==> src/rtl/jt51_opx.sv <==
// jt51_opx: 7-stage pipelined FM operator, 4 ops x CH channels, slot order derived from slot_sync, gated by cen.
// Define JT51_OPX_MODSAT_EN to saturate stage-I modulation to signed 20 bits instead of wrapping.
module jt51_opx #(
    parameter int unsigned CH = 8
) (
    input  logic               clk,
    input  logic               rst_n,
    input  logic               cen,
    input  logic               slot_sync,
    input  logic [19:0]        phase_cnt,
    input  logic [2:0]         con,
    input  logic [2:0]         fb,
    input  logic [9:0]         eg,
    output logic signed [13:0] out,
    output logic               out_valid,
    output logic [3:0]         out_ch,
    output logic [1:0]         out_op
);
    localparam int unsigned FRAME = 4 * CH;
    localparam int unsigned SW    = $clog2(FRAME);

    // History written in stage VI must land before the next reader, which is at least CH slots later
    if (CH < 6 || CH > 16) begin : g_ch_range
        $error("jt51_opx: CH must be within 6..16");
    end

    // Log-sine and exp ROM contents (arithmetic form of the quarter-wave tables)
    function automatic logic [11:0] sin_log(input logic [7:0] a);
        return 12'((16'(8'hFF - a) * 16'(8'hFF - a)) >> 4);
    endfunction

    function automatic logic [12:0] exp_pow(input logic [7:0] a);
        return 13'h1FFF - {1'b0, a, 4'b0000};
    endfunction

    logic [SW-1:0]      cnt_q, cnt_d, slot;
    logic [1:0]         op;
    logic [3:0]         ch;
    logic [SW-1:0]      i_m1, i_m2, i_c1;
    logic signed [13:0] hist_cur_q  [FRAME];
    logic signed [13:0] hist_prev_q [FRAME];
    logic signed [13:0] h_a, h_b;
    logic signed [14:0] mod_sum;
    logic [3:0]         mod_sh;
    logic [19:0]        mod;
`ifdef JT51_OPX_MODSAT_EN
    logic signed [24:0] mod_wide;
`endif
    logic [9:0]         phase_d;
    logic               car_d;

    logic [9:0]         s1_phase_q, s1_eg_q;
    logic [SW-1:0]      s1_slot_q;
    logic               s1_car_q;
    logic [7:0]         s2_addr_q;
    logic [9:0]         s2_eg_q;
    logic               s2_sign_q, s2_car_q;
    logic [SW-1:0]      s2_slot_q;
    logic [12:0]        s3_logsum_d;
    logic [4:0]         s3_msb_q;
    logic [7:0]         s3_paddr_q;
    logic               s3_sign_q, s3_car_q;
    logic [SW-1:0]      s3_slot_q;
    logic [12:0]        s4_pre_q;
    logic [4:0]         s4_msb_q;
    logic               s4_sign_q, s4_car_q;
    logic [SW-1:0]      s4_slot_q;
    logic [12:0]        s5_abs_d, s5_abs_q;
    logic               s5_sign_q, s5_car_q;
    logic [SW-1:0]      s5_slot_q;
    logic signed [13:0] s6_v_d, s6_v_q;
    logic               s6_car_q;
    logic [SW-1:0]      s6_slot_q;
    logic [2:0]         vcnt_q;

    always_comb begin
        slot  = slot_sync ? '0 : cnt_q;
        cnt_d = (32'(slot) == FRAME - 1) ? '0 : slot + SW'(1);
        op    = 2'(32'(slot) / CH);
        ch    = 4'(32'(slot) % CH);
        i_m1  = SW'(ch);
        i_m2  = SW'(32'(ch) + CH);
        i_c1  = SW'(32'(ch) + 2 * CH);
    end

    // Stage I: pick up to two history operands, sum at 15 bits, then scale
    always_comb begin
        h_a    = '0;
        h_b    = '0;
        mod_sh = 4'd9;
        unique case (op)
            2'd0: if (fb != 3'd0) begin
                h_a    = hist_cur_q[i_m1];
                h_b    = hist_prev_q[i_m1];
                mod_sh = {1'b0, fb};
            end
            2'd1: unique case (con)
                3'd1:       begin h_a = hist_cur_q[i_c1]; h_b = hist_cur_q[i_m1]; end
                3'd5:       h_a = hist_cur_q[i_m1];
                3'd0, 3'd2: h_a = hist_cur_q[i_c1];
                default:    ;
            endcase
            2'd2: if (!(con inside {3'd1, 3'd2, 3'd7})) h_a = hist_cur_q[i_m1];
            default: unique case (con)
                3'd2:       begin h_a = hist_cur_q[i_m1]; h_b = hist_cur_q[i_m2]; end
                3'd3:       begin h_a = hist_cur_q[i_m2]; h_b = hist_cur_q[i_c1]; end
                3'd5:       h_a = hist_cur_q[i_m1];
                3'd6, 3'd7: ;
                default:    h_a = hist_cur_q[i_m2];
            endcase
        endcase
        mod_sum = 15'(h_a) + 15'(h_b);
`ifdef JT51_OPX_MODSAT_EN
        mod_wide = 25'(mod_sum) <<< mod_sh;
        if (mod_wide > 25'sd524287)       mod = 20'h7FFFF;
        else if (mod_wide < -25'sd524288) mod = 20'h80000;
        else                              mod = mod_wide[19:0];
`else
        mod = 20'(mod_sum) <<< mod_sh;
`endif
        phase_d = 10'((phase_cnt + mod) >> 10);
    end

    always_comb begin
        unique case (con)
            3'd0, 3'd1, 3'd2, 3'd3: car_d = (op == 2'd3);
            3'd4:                   car_d = op[1];
            3'd5, 3'd6:             car_d = (op != 2'd0);
            default:                car_d = 1'b1;
        endcase
    end

    always_comb begin
        s3_logsum_d = {1'b0, sin_log(s2_addr_q)} + {1'b0, s2_eg_q, 2'b00};
        s5_abs_d    = (s4_msb_q <= 5'd12) ? (s4_pre_q >> s4_msb_q) : '0;
        s6_v_d      = s5_sign_q ? -$signed({1'b0, s5_abs_q}) : $signed({1'b0, s5_abs_q});
    end

    always_ff @(posedge clk or negedge rst_n) begin
        if (!rst_n) begin
            cnt_q       <= '0;
            vcnt_q      <= '0;
            s1_phase_q  <= '0; s1_eg_q <= '0; s1_slot_q <= '0; s1_car_q <= 1'b0;
            s2_addr_q   <= '0; s2_eg_q <= '0; s2_sign_q <= 1'b0; s2_car_q <= 1'b0; s2_slot_q <= '0;
            s3_msb_q    <= '0; s3_paddr_q <= '0; s3_sign_q <= 1'b0; s3_car_q <= 1'b0; s3_slot_q <= '0;
            s4_pre_q    <= '0; s4_msb_q <= '0; s4_sign_q <= 1'b0; s4_car_q <= 1'b0; s4_slot_q <= '0;
            s5_abs_q    <= '0; s5_sign_q <= 1'b0; s5_car_q <= 1'b0; s5_slot_q <= '0;
            s6_v_q      <= '0; s6_car_q <= 1'b0; s6_slot_q <= '0;
            hist_cur_q  <= '{default: '0};
            hist_prev_q <= '{default: '0};
            out         <= '0;
            out_valid   <= 1'b0;
            out_ch      <= '0;
            out_op      <= '0;
        end else if (cen) begin
            cnt_q      <= cnt_d;
            vcnt_q     <= (vcnt_q == 3'd6) ? 3'd6 : vcnt_q + 3'd1;
            s1_phase_q <= phase_d;
            s1_eg_q    <= eg;
            s1_slot_q  <= slot;
            s1_car_q   <= car_d;
            s2_addr_q  <= s1_phase_q[8] ? ~s1_phase_q[7:0] : s1_phase_q[7:0];
            s2_sign_q  <= s1_phase_q[9];
            s2_eg_q    <= s1_eg_q;
            s2_car_q   <= s1_car_q;
            s2_slot_q  <= s1_slot_q;
            s3_msb_q   <= s3_logsum_d[12:8];
            s3_paddr_q <= s3_logsum_d[7:0];
            s3_sign_q  <= s2_sign_q;
            s3_car_q   <= s2_car_q;
            s3_slot_q  <= s2_slot_q;
            s4_pre_q   <= exp_pow(s3_paddr_q);
            s4_msb_q   <= s3_msb_q;
            s4_sign_q  <= s3_sign_q;
            s4_car_q   <= s3_car_q;
            s4_slot_q  <= s3_slot_q;
            s5_abs_q   <= s5_abs_d;
            s5_sign_q  <= s4_sign_q;
            s5_car_q   <= s4_car_q;
            s5_slot_q  <= s4_slot_q;
            s6_v_q     <= s6_v_d;
            s6_car_q   <= s5_car_q;
            s6_slot_q  <= s5_slot_q;
            hist_prev_q[s5_slot_q] <= hist_cur_q[s5_slot_q];
            hist_cur_q[s5_slot_q]  <= s6_v_d;
            out        <= s6_car_q ? s6_v_q : '0;
            out_valid  <= (vcnt_q == 3'd6);
            out_ch     <= 4'(32'(s6_slot_q) % CH);
            out_op     <= 2'(32'(s6_slot_q) / CH);
        end
    end
endmodule
==> config.mk <==
export PLATFORM = sky130hd
export DESIGN_NAME = jt51_opx
export DESIGN_NICKNAME = d
export VERILOG_FILES = /design/src/rtl/jt51_opx.sv
export SDC_FILE = /design/constraint.sdc
export NUM_CORES = 2
export LEC_CHECK = 0
export CAP_MARGIN = 0
export CORE_ASPECT_RATIO = 0.9
export CORE_MARGIN = 8
export CORE_UTILIZATION = 35
export CTS_BUF_LIST = sky130_fd_sc_hd__clkbuf_8
export DETAILED_ROUTE_END_ITERATION = 6
export PLACE_DENSITY_LB_ADDON = 0.1
export SKIP_LAST_GASP = 1
export SYNTH_ARGS = -nofsm -noshare
export SYNTH_HDL_FRONTEND = slang
export SYNTH_SLANG_ARGS = --single-unit
==> constraint.sdc <==
create_clock -name clk -period 6.15 [get_ports clk]
set_input_delay 0.9225 -clock clk [delete_from_list [all_inputs] [get_ports clk]]
set_output_delay 0.9225 -clock clk [all_outputs]
set_load 0.01 [all_outputs]
==> flow_summary.toml <==
[placement]
postPlaceCellArea_sq_um = 41930
hpwl_um = 85300
io_buffers = 58
dp_slack_ps = -1106
dp.cells = 5182
place_congestion = 0.8440

[synthesis]
synth-seq-cells = 720
syn-num-nets = 3818
synth_seq_area_share_pct = 47.46
yosysMostFrequentCell = "nand2_1"
netlist_top_cells_area = "dfrtp_1 (47%), mux4_2 (10%), o21ai_0 (8.0%), nand2_1 (7.5%), mux2_2 (4.7%)"
netlist_instances = 3672
yosysTopAreaCellShare_pct = 47.46
synth-edff-count = 0
ys_top_cells_by_count = "nand2_1 (757), dfrtp_1 (720), o21ai_0 (610), clkbuf_1 (246), mux4_2 (176)"
avgSynthCellArea_sq_um = 10.34
synth_xor_area_share_pct = 1.315
yosys.area_share.adder_pct = 4.054
synth_warnings = 0
synth.distinct_cells = 76
synth.area.mux_share_pct = 17.69
synth_ff_type = "dfrtp_1"
async_flop_share_pct = 100.0
syn_area_sq_um = 37960
yosysTopAreaCell = "dfrtp_1"
synthSimpleGateAreaFrac_pct = 10.55
synth_compound_gate_area_share_pct = 15.00
synth_top_family_by_area = "multiplexers"

[clock_network]
cts_tree = "built"
cts_buffer_depth = 3
cts_buffers = 134
clkSlewWorstSetupHoldPaths_ps = 60
hold_buffers = 0
cts_max_level = 4
clk_latency_ps = 860
cts.sinks = 720
cts-root-buf = "clkbuf_8"

[worst_setup_path]
crit_type = "reg -> reg"
path_max_fanout = 7
end_kind = "flop"
reg2reg_depth = 29
required_ps = 6850
cp-start-kind = "flop"
rr_endpoint = "s1_phase_q[8]"
critPathArrivalTime_ps = 6770
worstReg2RegStart = "cnt_q[0]"
cp_slowest_stage_delay_ps = 490
r2r_slack_ps = 80
slowest_stage = "mux4_2"

[power_and_ir_drop]
comb_power_share_pct = 52.1
seqPwrFrac_pct = 28.2
irDropWorstVdd_mv = 0.9708
p_clk_share_pct = 19.7
p_switching_mw = 9.898
power_leakage_nw = 20.35
swShare_pct = 41.56
intPower_mw = 13.92
p_per_area_nw_per_um2 = 527.4

[sta]
hold_viol_final = 0
period_share_pct = 98.71
skew_ps = 49.48
min_period_ps = 6071
setup_violations = 0
slew_headroom_pct = 9.113
timing.hold.ws_ps = 147.2
fmax_ghz = 0.1647
rsz0062_at_grt = "yes"
slew_violations = 0
tightest_slew_ps = 1360
layout_setup_ws_ps = 79.34

[die]
die_width_um = 363.1
std_cell_rows = 114
die_h_um = 328.4
core-area_sq_um = 107500
pin_count = 61
die_area_sq_um = 119300
initial_core_util_pct = 35.30

[cells_and_area]
fillers = 10540
final_area_sq_um = 45160
drive_gt1_share_pct = 23.52
fin_cells = 5443
final_nets = 4036
syn2layout_area_growth_pct = 18.96

[grt]
grt_pass1_vias = 29510
grt_pass1_wl_um = 196000
grt_use_total_pct = 21.58
antenna_found_initial = 3
overflow = 0
grt_max_degree = 156

[routing]
dr.pass1.iters = 7
totalWireLength_um = 129100
avgRoutedWirePerCell_um = 23.73
drc = 8
avgViaCountPerCell = 5.363
final_antenna_net_count = 0
num_vias = 29190
initialDrtViolationCount = 2562

[run_status]
status = "finished, violations left"
violations = "DRC"

[flow_run]
maxCapViolCount = 0

[min_path]
hp-class = "in -> async"
through the flow:
stage | util [%] | TNS, ps | total power, mW
2_1_floorplan | - | 0 | 14.61
6_report | 41.99 | 0 | 23.81
3_5_place_dp | 38.99 | -9120 | 18.91
5_1_grt | 41.98 | -1075 | 25.69
4_1_cts | 41.58 | 0 | 23.84
3_3_place_gp | 38.99 | -8245 | 18.88
timing repair:
action,in CTS,in global routing
setup endpoints to repair,7,13
gates cloned,0,1
resized for setup,28,74
pin swaps,11,41
buffers inserted,4,18
how the worst max path moves through the flow:
stage / from / to / slack [ps]
finish: cnt_q[0] / s1_phase_q[8] / 80
global route: cnt_q[0] / s1_phase_q[8] / -250
CTS: cnt_q[0] / s1_phase_q[9] / 2
detailed placement: slot_sync / s1_phase_q[9] / -1110
global placement: slot_sync / s1_phase_q[9] / -1010
floorplan: slot_sync / s1_phase_q[8] / 6
state kept, by name (all words and copies together), names as in the netlist, 8 cells and up:
name / count
hist_cur_q: 448
hist_prev_q: 112
out: 14
s1_eg_q: 10
s1_phase_q: 10
s2_addr_q: 8
s2_eg_q: 10
s3_paddr_q: 8
s4_pre_q: 9
s5_abs_q: 13
s6_v_q: 14
final cells by class:
cell class / instances / area [sq um] / share of cell area [%]
Clock inverter: 68 / 397.9 / 0.8811
Timing Repair Buffer: 369 / 3264 / 7.229
Clock buffer: 166 / 2285 / 5.059
Multi-Input combinational cell: 2562 / 18960 / 42.00
Sequential cell: 720 / 18030 / 39.93
Antenna cell: 5 / 12.51 / 0.02771
Tap cell: 1450 / 1814 / 4.018
Inverter: 103 / 389.1 / 0.8617
cells in the final DEF (no fill, tap or decap), types with 79 or more instances in the layout:
cell type | synthesis | final
mux2_2 | 158 | 158
nor2_1 | 120 | 115
clkbuf_8 | 0 | 167
a21oi_1 | 107 | 99
dfrtp_1 | 720 | 716
mux4_2 | 176 | 176
o21ai_0 | 610 | 579
mux2i_1 | 97 | 95
inv_1 | 100 | 145
nand2_1 | 757 | 744
a22oi_1 | 83 | 79
buf_4 | 2 | 279
per-layer routing:
metal  GRT usage, %  share of wire [%]
met3          3.880                5.7
met4          6.818                3.0
met1          30.81                 47
met2          33.29                 45
met5              0                  0
critical path: cells and delay by family (launching register included):
family	cells	cell delay, ps
AND/OR/NAND/NOR	3	430
buffers and inverters	3	340
flip-flops	1	450
multiplexers	5	1290
AO/OA/AOI/OAI	13	2200
adder cells (fa/ha/maj)	3	900
XOR/XNOR	2	330
kinds of logic (layout without fill, tap and decap cells):
family          count (synthesis)  after routing
other cells                     1              6
buf+inv                       390            706
flops                         720            720
compound gates                976            976
fa+ha+maj                     107            107
simple gates                  990            990
mux                           431            431
xor+xnor                       57             57
power groups by stage:
stage	clock (mW)	sequential [mW]	combinational [mW]
2_1_floorplan	0	6.35	8.26
3_3_place_gp	0	6.80	12.1
3_5_place_dp	0	6.79	12.1
4_1_cts	4.84	6.72	12.3
5_1_grt	5.04	6.87	13.8
6_report	4.69	6.73	12.4
Note: power is estimated with default switching activity, not from simulation.
